`config.mk`:
```
export PLATFORM = sky130hd
export DESIGN_NAME = vga_timing
export DESIGN_NICKNAME = d
export VERILOG_FILES = /design/src/rtl/vga_timing.sv
export SDC_FILE = /design/constraint.sdc
export NUM_CORES = 1
export LEC_CHECK = 0
export CAP_MARGIN = 40
export CORE_ASPECT_RATIO = 0.5
export CORE_MARGIN = 2
export CORE_UTILIZATION = 31
export CTS_CLUSTER_SIZE = 20
export DETAILED_ROUTE_END_ITERATION = 8
export PLACE_DENSITY = 0.61
export SKIP_LAST_GASP = 1
export SYNTH_ARGS = -nofsm -noshare
export SYNTH_HDL_FRONTEND = slang
export SYNTH_SLANG_ARGS = --single-unit
```
`constraint.sdc`:
```
create_clock -name i_clk -period 2.95 [get_ports i_clk]
set_clock_uncertainty 0.2 [all_clocks]
set_input_delay 0.7375 -clock i_clk [delete_from_list [all_inputs] [get_ports i_clk]]
set_output_delay 0.7375 -clock i_clk [all_outputs]
set_load 0.01 [all_outputs]
```
`src/rtl/vga_timing.sv`:
```
// vga_timing: parameterised VGA raster counters with sync, visible-area,
// line-start and once-per-frame tick generation.
`default_nettype none

module vga_timing #(
  parameter int unsigned H_VISIBLE   = 640,
  parameter int unsigned H_FRONT     = 16,
  parameter int unsigned H_SYNC      = 96,
  parameter int unsigned H_BACK      = 48,
  parameter int unsigned V_VISIBLE   = 480,
  parameter int unsigned V_FRONT     = 10,
  parameter int unsigned V_SYNC      = 2,
  parameter int unsigned V_BACK      = 33,
  parameter bit          SYNC_ACTIVE = 1'b0,
  parameter int unsigned TICK_LINE   = 481
) (
  input  logic       i_clk,
  input  logic       i_reset,
  input  logic       i_pix_en,
  output logic [9:0] o_pixel_x,
  output logic [9:0] o_pixel_y,
  output logic       o_visible_area,
  output logic       o_hsync,
  output logic       o_vsync,
  output logic       o_line_start,
  output logic       o_frame_tick,
  output logic [7:0] o_frame_count
);

  localparam int unsigned C_H_TOTAL = H_VISIBLE + H_FRONT + H_SYNC + H_BACK;
  localparam int unsigned C_V_TOTAL = V_VISIBLE + V_FRONT + V_SYNC + V_BACK;

  localparam logic [9:0] C_H_MAX      = 10'(C_H_TOTAL - 1);
  localparam logic [9:0] C_V_MAX      = 10'(C_V_TOTAL - 1);
  localparam logic [9:0] C_H_VIS      = 10'(H_VISIBLE);
  localparam logic [9:0] C_V_VIS      = 10'(V_VISIBLE);
  localparam logic [9:0] C_HS_START   = 10'(H_VISIBLE + H_FRONT);
  localparam logic [9:0] C_HS_END     = 10'(H_VISIBLE + H_FRONT + H_SYNC);
  localparam logic [9:0] C_VS_START   = 10'(V_VISIBLE + V_FRONT);
  localparam logic [9:0] C_VS_END     = 10'(V_VISIBLE + V_FRONT + V_SYNC);
  // An out-of-range tick line disables the frame tick entirely.
  localparam bit         C_TICK_EN    = (TICK_LINE < C_V_TOTAL);
  localparam logic [9:0] C_TICK_V     = 10'(TICK_LINE);

  logic [9:0] h_q, h_d;
  logic [9:0] v_q, v_d;
  logic [7:0] frame_count_q, frame_count_d;
  logic       line_start_q, line_start_d;
  logic       frame_tick_q;
  logic       tick_armed_q;
  logic       at_tick_d;

  always_comb begin
    h_d           = h_q;
    v_d           = v_q;
    frame_count_d = frame_count_q;
    if (i_pix_en) begin
      if (h_q < C_H_MAX) begin
        h_d = h_q + 10'd1;
      end else begin
        h_d = 10'd0;
        if (v_q < C_V_MAX) begin
          v_d = v_q + 10'd1;
        end else begin
          v_d           = 10'd0;
          frame_count_d = frame_count_q + 8'd1;
        end
      end
    end
  end

  // A line starts only through a wrap, so the (0,0) left by reset never pulses.
  assign line_start_d = i_pix_en && (h_q >= C_H_MAX);
  assign at_tick_d    = C_TICK_EN && (h_d == 10'd0) && (v_d == C_TICK_V);

  always_ff @(posedge i_clk or posedge i_reset) begin
    if (i_reset) begin
      h_q           <= 10'd0;
      v_q           <= 10'd0;
      frame_count_q <= 8'd0;
      line_start_q  <= 1'b0;
      frame_tick_q  <= 1'b0;
      tick_armed_q  <= 1'b1;
    end else begin
      h_q           <= h_d;
      v_q           <= v_d;
      frame_count_q <= frame_count_d;
      line_start_q  <= line_start_d;
      frame_tick_q  <= at_tick_d && tick_armed_q;
      // Disarm while parked on the tick position; rearm once it moves on.
      tick_armed_q  <= !at_tick_d;
    end
  end

  assign o_pixel_x      = h_q;
  assign o_pixel_y      = v_q;
  assign o_frame_count  = frame_count_q;
  assign o_line_start   = line_start_q;
  assign o_frame_tick   = frame_tick_q;
  assign o_visible_area = (h_q < C_H_VIS) && (v_q < C_V_VIS);
  assign o_hsync = ((h_q >= C_HS_START) && (h_q < C_HS_END)) ? SYNC_ACTIVE : ~SYNC_ACTIVE;
  assign o_vsync = ((v_q >= C_VS_START) && (v_q < C_VS_END)) ? SYNC_ACTIVE : ~SYNC_ACTIVE;

endmodule

`default_nettype wire

```
# After elaboration in Yosys (flattened, before gate mapping)
# Cells that the tools add are included.
dict set report word_totals {
  inputBits 3
  output_inout_bits 33
  wordCells 37
  register_bits 31
}
dict set report op_classes {
  eq_ne 1
  bitwise_logic 2
  n_reduce_logical 9
  n_lt_le_gt_ge 9
  mux 7
  n_addsub 3
}
# op count
set op_table {}
lappend op_table {{$mux 10} 5}
lappend op_table {{$lt 10x10->1 const B} 4}
lappend op_table {{$add 10x1->10 const B} 2}
lappend op_table {{$ge 10x10->1 const B} 2}
lappend op_table {{$lt 10x9->1 const B} 2}
lappend op_table {{$eq 10x9->1 const B} 1}
lappend op_table {{$ge 10x9->1 const B} 1}
lappend op_table {{$logic_not 10->1} 1}
lappend op_table {{$add 8x1->8 const B} 1}
lappend op_table {{$logic_and 1x1->1} 6}
lappend op_table {{$reduce_and 3->1} 1}
lappend op_table {{$mux 1} 2}
lappend op_table {{$not 1->1} 2}
lappend op_table {{$logic_not 1->1} 1}

# Depth between registers and ports, before layout
# Gate-level depths: netlist (run 1).
dict set report depth {
  ltp_word 7
  depth_mapped 9
  mapped_depth_nobuf 8
}

# Worst setup path after synthesis (run 1)
# OpenSTA, ideal clock, no wires.
dict set report synth_path {
  path_type {register to register}
  startpoint {reg v_q[8], in the netlist o_pixel_y[8]}
  endpoint {reg tick_armed_q}
  path_slack_ns 0.168
  stages_incl_launch_ff 7
  n_path_buf 0
  setup_ns 0.088
  t_arrival_ns 2.494
  period_less_slack_ns 2.782
  path_cell_list {dfrtp_1 > or4_4 > o31a_4 > or4_1 > a32oi_1 > nand4_1 > or3_1}
}
dict set report synth_between {
  elab_chain_len 7
  elab_cells_between_ends 8
  cone_classes {1 x add/sub; 1 x order compare; 1 x eq/ne; 3 x mux; 2 x reduce/logical}
}
# element line_no
set synth_rtl {}
lappend synth_rtl {{from (decl)} 46} ;# logic [9:0] v_q, v_d;
lappend synth_rtl {{from (signal assigned)} 86} ;# v_q <= v_d;
lappend synth_rtl {{$add 10x1->10 or $lt 10x10->1 (tied branches)} {63, 62}}
lappend synth_rtl {{$mux 10} 62} ;# if (v_q < C_V_MAX) begin
lappend synth_rtl {{$mux 10} 58} ;# if (h_q < C_H_MAX) begin
lappend synth_rtl {{$mux 10 (*)} 57} ;# if (i_pix_en) begin
lappend synth_rtl {{$eq 10x9->1 (*)} 74} ;# assign at_tick_d = C_TICK_EN && (h_d == 10'd0) && (v_d == C_TICK_V);
lappend synth_rtl {{$logic_and 1x1->1 (*)} 74}
lappend synth_rtl {{$logic_not 1->1 (*)} 91} ;# tick_armed_q <= !at_tick_d;
lappend synth_rtl {{to (signal assigned)} 91}
lappend synth_rtl {{to (decl)} 50} ;# logic tick_armed_q;
# Every way passes the cells marked *; elsewhere a longest branch is shown, timed or not.
# A chain may end at the register's enable or synchronous reset.

# Worst setup path in the final report (run 1)
dict set report layout_path {
  startpoint {in i_pix_en}
  endpoint {reg tick_armed_q}
}
dict set report layout_between {
  elab_chain_len 4
  elab_cells_between_ends 6
  cone_classes {1 x eq/ne; 2 x mux; 3 x reduce/logical}
}
# element line_no
set layout_rtl {}
lappend layout_rtl {{from (decl)} 19} ;# input logic i_pix_en,
lappend layout_rtl {{$mux 10} 57}
lappend layout_rtl {{$eq 10x9->1 or $logic_not 10->1 (tied branches)} 74}
lappend layout_rtl {{$logic_and 1x1->1 (*)} 74}
lappend layout_rtl {{$logic_not 1->1 (*)} 91}
# Marked as above.

==> results of run 1 <==
## area by class of cell
cell class	count	area, um2	share of cell area (%)
clock buffers	6	139	5.56
clock inverters	1	5.00	0.201
inverters	8	30.0	1.20
multi-input cells	142	916	36.7
flip-flops and latches	31	777	31.1
well taps	73	91.3	3.66
repair buffers	60	538	21.6
## logic make-up (layout without fill, tap and decap cells)
kind of cell	Yosys count	count (layout)
mux	3	3
compound gates	39	39
flops	31	31
fa+ha+maj	4	4
simple gates	84	84
xor+xnor	12	12
buf+inv	18	75
## what timing repair did
action | CTS | global route
hold buffers | 0 | 0
endpoints found under the setup margin | 0 | 1
resized for setup | 0 | 1
endpoints found under the hold margin | 0 | 0
## through the flow
stage | total power (W) | cell area, um2
final | 0.00144 | 2500
after floorplan | 0.000750 | 1770
after CTS | 0.00145 | 2490
after global placement | 0.000937 | 2350
after global routing | 0.00153 | 2500
after detailed placement | 0.000942 | 2350
## placed cells by master, fill, tap and decap left out, drive strengths merged, types with 2 or more instances in the layout
cell / n
nand2b: 3
dfrtp: 30
clkbuf: 6
o21ai: 13
a21o: 2
nor4b: 2
ha: 4
or3: 3
buf: 25
or4: 3
inv: 8
a21oi: 3
nand2: 18
clkdlybuf4s50: 35
a22o: 2
nand3: 11
and4: 3
o31ai: 2
xnor2: 6
o31a: 2
and3: 6
nor2: 15
xor2: 6
nor3: 9
mux2: 2
nand4: 7
a221oi: 2
o21a: 3
nor4: 2
## where the power goes
part           internal, W  leakage, nW  switching, W  total, W
clock network     0.000329       0.0727      0.000173  0.000502
registers         0.000475        0.396     0.0000694  0.000544
logic             0.000208        0.665      0.000184  0.000392
## path summary, 6_finish.rpt
path,end,start,slack [ns]
setup / recovery,tick_armed_q,i_pix_en,0.14
hold / removal,o_frame_count[7],o_frame_count[7],0.27
setup reg to reg,tick_armed_q,o_pixel_y[8],0.15
hold reg to reg,o_frame_count[7],o_frame_count[7],0.27
max in group asynchronous,tick_armed_q,i_reset,1.58
min in group asynchronous,o_pixel_y[5],i_reset,0.65
## state kept, by name, indices dropped and copies added, names as in the netlist
register	cells
o_frame_count	8
tick_armed_q	1
o_line_start	1
o_pixel_y	10
o_frame_tick	1
o_pixel_x	10
## metal layers
metal / global-route usage (%) / up-vias / routed length (um)
met5: 0 / - / 0
li1: - / 813 / -
met2: 23.0 / 54 / 2040
met1: 21.9 / 797 / 2300
met3: 3.61 / 8 / 267
met4: 4.82 / 0 / 46
==> flow_summary_export.csv, run 1 <==
group,metric,value,unit
yosys,yosys_register_bits,31,
detailed_routing,drt-initial-drc-count,375,
final_layout,nets,255,
clock_tree,cts_tree,"built",
die,die_h,57.4,um
yosys,syn-num-nets,198,
yosys,synth-compound-area-share,16.2,%
yosys,synthCells,191,
detailed_routing,drc,0,
min_path,hold_path_class,"reg2reg",
worst_setup_path,worstSetupStartpointType,"input port",
sta,clock.fmax,0.356,GHz
yosys,yosys_most_used_dff,"dfrtp_1",
yosys,synth_top_area_share,42.5,%
detailed_routing,routed_wl,4.65,mm
clock_tree,cts.sink_count,31,
detailed_routing,via_per_inst,5.21,
yosys,ys_warn_count,0,
yosys,synthAdderAreaFrac,2.83,%
die,row_count,19,
worst_setup_path,path_depth,8,
final_layout,final_util,45.5,%
worst_setup_path,ff2ff_path_depth,6,
detailed_routing,final_antenna_net_count,0,
sta,hold-worst-slack,0.265,ns
detailed_routing,firstDrtPassIters,4,
yosys,synthSimpleGateAreaFrac,24.9,%
place,portBuffers,35,
grt,antenna_found_initial,0,
sta,relSlewSlack,68.1,%
yosys,synthArstFlopShare,100,%
worst_setup_path,path_class,"in2reg",
die,coreArea,5490,um2
sta,hold_viol,0,
sta,min_period,2.81,ns
sta,fin_crit_sh,95.1,%
worst_setup_path,path_common_cell,"nand4_1",
yosys,syn_area_per_cell,9.24,um2
place,gp_congestion,0.879,
die,dieArea,6350,um2
grt,grt_pass1_vias,1576,
worst_setup_path,cp_cell_sequence,"clkdlybuf4s50_1 -> buf_4 -> nand4_1 -> nor2_1 -> mux2_2 -> o21ai_0 -> nand4_1 -> or3_1",
worst_setup_path,path_buf_inv,2,
worst_setup_path,crit_path_max_fanout,13,
clock_tree,cts_max_level,2,
grt,overflow,0,
pwr,ir_worst_vdd,0.277,mV
grt,grt_max_degree,32,
die,boundaryPins,36,
job,drv_cap,0,
final_layout,syn2layout_area_growth,41.4,%
worst_setup_path,critPathMaxStageDelay,0.48,ns
worst_setup_path,crit_arrival,2.80,ns
yosys,synth-xor-area-share,5.95,%
min_path,min_path_cells,1,
clock_tree,clockBufferDepth,2,
worst_setup_path,critical_path_required,2.94,ns
final_layout,num_antenna_cells,0,
sta,tns,0,ns
place,dp.cells,314,
pwr,p_per_area,576,nW/um2
final_layout,fillers,521,
detailed_routing,num_vias,1672,
place,post-dp-hpwl,3.35,mm
final_layout,drive_gt1_share,15.7,%
yosys,ys_seq_area_share,44.0,%
detailed_routing,wl_per_cell,14.5,um
yosys,synthTopCellsByCount,"dfrtp_1, nand2_1, nor2_1, o21ai_0, nand3_1",
run_status,status,"complete, no violations",
grt,grt_usage,15.3,%
clock_tree,cts-root-buf,"clkbuf_16",
sta,finalSetupViolations,0,
clock_tree,insertion_delay,0.27,ns
yosys,ys_types,48,
clock_tree,cts_setup_buffers,0,
die,die_x,111,um
yosys,synth.area.top_cells,"dfrtp_1, nand2_1, o21ai_0",
yosys,synth_top_family_by_area,"simple AND/OR/NAND/NOR gates",
pwr,leakage,1.13,nW
yosys,synth_edf_count,0,
worst_setup_path,path_delay_family,"simple AND/OR/NAND/NOR gates",
worst_setup_path,worst_path_max_delay_cell,"clkdlybuf4s50_1",
sta,worst_pin_slew,0.471,ns
sta,slew_violations,0,
place,place_ws,-0.145,ns
yosys,yosysTopAreaCell,"dfrtp_1",
sta,setup_ws,0.143,ns
final_layout,final_cells,321,
yosys,syn-cell-area,1770,um2
yosys,synth.most_common_cell,"dfrtp_1",
clock_tree,path_clk_slew,0.05,ns
worst_setup_path,crit_path_end_kind,"register",
grt,grt_pass1_wl,7.77,mm
yosys,synth_mux_area_share,1.84,%
clock_tree,numCtsBuffers,5,
sta,rsz0062_at_grt,"no",
die,start_util,32.1,%
Note: power is estimated with default switching activity, not from simulation.
==> run 2: changes to the inputs <==
- CAP_MARGIN: 40 -> default
- MAX_ROUTING_LAYER: default -> met4
==> flow_summary_export.csv, run 2 (synthesis gave the netlist of run 1 again) <==
group,metric,value,unit
place,dpl_cell_area,2350,um2
grt,grt_max_degree,32,
worst_setup_path,cp_cell_sequence,"clkdlybuf4s50_1 -> buf_4 -> nand4_1 -> nor2_1 -> mux2_2 -> o21ai_0 -> nand4_1 -> or3_1",
grt,grt_pass1_wl,7.78,mm
clock_tree,cts_resized,0,
detailed_routing,via_per_inst,5.12,
sta,worst_pin_slew,0.526,ns
sta,clock.fmax,0.353,GHz
sta,hold_viol,0,
grt,antenna_found_initial,0,
sta,finalSetupViolations,0,
clock_tree,cts_max_level,2,
sta,slew_violations,0,
worst_setup_path,crit_arrival,2.83,ns
final_layout,syn2layout_area_growth,42.0,%
place,portBuffers,35,
worst_setup_path,worst_path_max_delay_cell,"clkdlybuf4s50_1",
job,drv_cap,0,
pwr,power,0.00146,W
clock_tree,cts_tree,"built",
clock_tree,cts_setup_buffers,0,
worst_setup_path,worstSetupStartpointType,"input port",
detailed_routing,routed_wl,4.59,mm
detailed_routing,final_antenna_net_count,0,
grt,grt_pass1_vias,1542,
worst_setup_path,critPathMaxStageDelay,0.47,ns
worst_setup_path,rrSetupSlack,0.12,ns
pwr,leakage,1.14,nW
die,die_x,111,um
final_layout,drive_gt1_share,15.7,%
sta,rsz0062_at_grt,"yes",
die,coreArea,5490,um2
grt,grt_usage,15.7,%
detailed_routing,drt-initial-drc-count,189,
worst_setup_path,crit_path_end_kind,"register",
place,gp_congestion,0.921,
clock_tree,cts-root-buf,"clkbuf_16",
detailed_routing,drc,0,
final_layout,final_area,2510,um2
detailed_routing,num_vias,1649,
worst_setup_path,critical_path_required,2.94,ns
detailed_routing,firstDrtPassIters,4,
sta,relSlewSlack,64.4,%
worst_setup_path,timing.rr.end,"tick_armed_q",
worst_setup_path,path_buf_inv,2,
sta,min_period,2.83,ns
clock_tree,numCtsBuffers,5,
grt,overflow,0,
min_path,min_from,"o_frame_count[7]",
place,dp.cells,314,
worst_setup_path,path_common_cell,"nand4_1",
die,boundaryPins,36,
die,dieArea,6350,um2
clock_tree,insertion_delay,0.27,ns
clock_tree,path_clk_slew,0.05,ns
min_path,hold_path_end,"o_frame_count[7]",
final_layout,layout_commonest_cell,"clkdlybuf4s50_1",
sta,fin_crit_sh,96.0,%
detailed_routing,wl_per_cell,14.2,um
clock_tree,cts.sink_count,31,
sta,hold-worst-slack,0.276,ns
worst_setup_path,ff2ff_path_depth,6,
worst_setup_path,r2r_start,"o_pixel_y[8]",
final_layout,nets,255,
final_layout,final_cell_mix,"clkdlybuf4s50_1, dfrtp_1, buf_4",
final_layout,num_antenna_cells,0,
pwr,ir_worst_vdd,0.296,mV
min_path,min_path_cells,1,
die,row_count,19,
worst_setup_path,path_delay_family,"simple AND/OR/NAND/NOR gates",
place,post-dp-hpwl,3.29,mm
run_status,status,"complete, no violations",
final_layout,final_cells,322,
die,die_h,57.4,um
min_path,hold_path_class,"reg2reg",
worst_setup_path,path_class,"in2reg",
clock_tree,clockBufferDepth,2,
pwr,p_per_area,583,nW/um2
die,start_util,32.1,%
clock_tree,hold_buffers,0,
worst_setup_path,crit_path_max_fanout,13,
run 2: worst max-delay path by stage:
stage | startpoint | end | slack (ns) | cells after the start
6_report | i_pix_en | tick_armed_q | 0.12 | 8
5_1_grt | i_pix_en | o_frame_tick | -0.01 | 7
4_1_cts | o_pixel_y[8] | tick_armed_q | 0.14 | 6
3_5_place_dp | i_pix_en | tick_armed_q | -0.13 | 7
3_3_place_gp | i_pix_en | tick_armed_q | -0.1 | 9
2_1_floorplan | o_pixel_y[8] | tick_armed_q | 0.17 | 6
run 2: through the flow:
| stage | util, % | TNS (ns) | setup WS (ns) |
|---|---|---|---|
| 6_report | 45.7 | 0 | 0.118 |
| 3_5_place_dp | 42.8 | -0.204 | -0.133 |
| 3_3_place_gp | 42.8 | -0.170 | -0.0996 |
| 5_1_grt | 45.7 | -0.0162 | -0.0120 |
| 4_1_cts | 45.6 | 0 | 0.136 |
| 2_1_floorplan | - | 0 | 0.168 |
run 2: cell type report:
| class | instances | area, um2 |
|---|---|---|
| inverter | 8 | 30.0 |
| multi-input combinational | 142 | 915 |
| timing repair buffer | 60 | 538 |
| tap | 73 | 91.3 |
| clock buffer | 8 | 156 |
| sequential | 31 | 777 |
| fill | 505 | 2980 |
run 2: report_power, final:
group	total (W)	switching [W]	internal (W)	leakage, nW
Combinational	0.000390	0.000182	0.000208	0.664
Clock	0.000530	0.000171	0.000358	0.0772
Sequential	0.000542	0.0000675	0.000475	0.396
Total	0.00146	0.000421	0.00104	1.14
run 2: layer usage:
layer	GRT usage (%)	up-vias	routed length (um)
li1	-	816	-
met1	21.5	778	2350
met2	23.4	53	2020
met3	3.40	2	189
met4	4.64	0	29
met5	-	-	0
==> run 3: changes to the inputs <==
- CORE_UTILIZATION: 31 -> 30
- PLACE_DENSITY: 0.61 -> 0.59
==> flow_summary_export.csv, run 3 (synthesis gave the netlist of run 1 again) <==
group,metric,value,unit
sta,finalSetupViolations,0,
detailed_routing,num_vias,1711,
grt,overflow,0,
worst_setup_path,worst_path_max_delay_cell,"or4_4",
detailed_routing,firstDrtPassIters,5,
detailed_routing,drt-initial-drc-count,260,
sta,tns,0,ns
sta,slew_violations,0,
detailed_routing,final_antenna_net_count,0,
final_layout,syn2layout_area_growth,43.9,%
clock_tree,numCtsBuffers,5,
grt,grt_pass1_wl,7.76,mm
final_layout,drive_gt1_share,18.2,%
die,dieArea,6550,um2
final_layout,num_antenna_cells,0,
worst_setup_path,rrSetupSlack,0.09,ns
pwr,pwr-share-seq,38.1,%
die,die_h,58.2,um
clock_tree,insertion_delay,0.27,ns
pwr,swShare,29.7,%
final_layout,final_cell_mix,"clkdlybuf4s50_1, dfrtp_1, buf_4",
pwr,ir_worst_vdd,0.240,mV
clock_tree,cts-root-buf,"clkbuf_16",
detailed_routing,via_per_inst,5.25,
die,row_count,19,
sta,hold_viol,0,
pwr,leakage,1.15,nW
die,start_util,31.6,%
die,boundaryPins,36,
clock_tree,clockBufferDepth,2,
sta,fin_crit_sh,96.8,%
die,coreArea,5590,um2
clock_tree,path_clk_slew,0.05,ns
final_layout,fillers,526,
die,die_x,112,um
final_layout,final_area,2540,um2
clock_tree,cts.sink_count,31,
grt,antenna_found_initial,0,
sta,rsz0062_at_grt,"yes",
detailed_routing,drc,0,
pwr,comb_power_share,26.6,%
detailed_routing,routed_wl,4.71,mm
worst_setup_path,path_buf_inv,0,
min_path,hold_path_class,"reg2reg",
worst_setup_path,critical_path_required,2.94,ns
final_layout,final_cells,326,
place,portBuffers,35,
sta,min_period,2.86,ns
worst_setup_path,path_delay_family,"simple AND/OR/NAND/NOR gates",
place,dpl_cell_area,2380,um2
sta,relSlewSlack,61.9,%
grt,grt_pass1_vias,1507,
final_layout,nets,259,
clock_tree,cts_setup_buffers,0,
worst_setup_path,path_class,"reg2reg",
worst_setup_path,worstSetupStartpointType,"register",
clock_tree,cts_max_level,2,
worst_setup_path,crit_path_end_kind,"register",
run_status,status,"complete, no violations",
pwr,p_per_area,566,nW/um2
place,post-dp-hpwl,3.48,mm
sta,worst_pin_slew,0.564,ns
clock_tree,hold_buffers,0,
sta,hold-worst-slack,0.272,ns
place,dp.cells,318,
clock_tree,cts_tree,"built",
worst_setup_path,crit_path_max_fanout,9,
place,gp_congestion,0.958,
pwr,internal_power,0.00101,W
worst_setup_path,crit_arrival,2.85,ns
pwr,netSwitchingPower,0.000427,W
job,drv_cap,0,
final_layout,layout_commonest_cell,"clkdlybuf4s50_1",
sta,clock.fmax,0.350,GHz
final_layout,final_util,45.5,%
worst_setup_path,cp_cell_sequence,"or4_4 -> o31a_4 -> or4_1 -> a221oi_2 -> nand4_1 -> or3_1",
detailed_routing,wl_per_cell,14.5,um
clock_tree,cts_resized,0,
pwr,clkPwrFrac,35.3,%
grt,grt_usage,15.6,%
grt,grt_max_degree,32,
worst_setup_path,critPathMaxStageDelay,0.54,ns
run 3: cell type report:
| type | count | area [um2] | area share (%) |
|---|---|---|---|
| clock inverter | 1 | 5.00 | 0.197 |
| timing repair buffer | 64 | 568 | 22.4 |
| inverter | 8 | 30.0 | 1.18 |
| clock buffer | 7 | 143 | 5.61 |
| multi-input combinational | 142 | 927 | 36.5 |
| sequential | 31 | 777 | 30.6 |
| tap | 73 | 91.3 | 3.59 |
run 3: metrics by stage:
stage,power (W),worst slack [ns]
floorplan,0.000750,0.168
global placement,0.000930,-0.159
detailed placement,0.000938,-0.207
CTS,0.00146,0.0634
global route,0.00153,-0.0214
finish,0.00144,0.0944
run 3: final timing paths:
kind / startpoint / end / cells past startpoint
min in group asynchronous: i_reset / o_pixel_x[4] / 3
max in group asynchronous: i_reset / tick_armed_q / 3
worst max-delay path: o_pixel_y[8] / tick_armed_q / 6
worst min register to register: o_frame_count[7] / o_frame_count[7] / 1
worst max register to register: o_pixel_y[8] / tick_armed_q / 6
worst min-delay path: o_frame_count[7] / o_frame_count[7] / 1
run 3: worst reg2reg max path, delay by kind of cell (launching register included):
family	cells	cell delay (ns)
and+or+nand+nor	4	1.58
DFF	1	0.38
AOI/OAI and AO/OA	2	0.61
run 3: power by group through the flow:
stage	clock, W	sequential [W]	combinational, W
after CTS	0.000521	0.000548	0.000387
final	0.000508	0.000548	0.000383
after detailed placement	0	0.000555	0.000383
after global routing	0.000550	0.000559	0.000420
after global placement	0	0.000554	0.000376
after floorplan	0	0.000563	0.000187
run 3: per-layer routing:
metal  vias to the layer above  share of wire, %  GRT usage, %
met3                         8               4.1          3.45
met2                        52                45          22.3
li1                        822                 -             -
met1                       829                49          21.9
met4                         0               1.7          5.40
met5                         -                 0             -
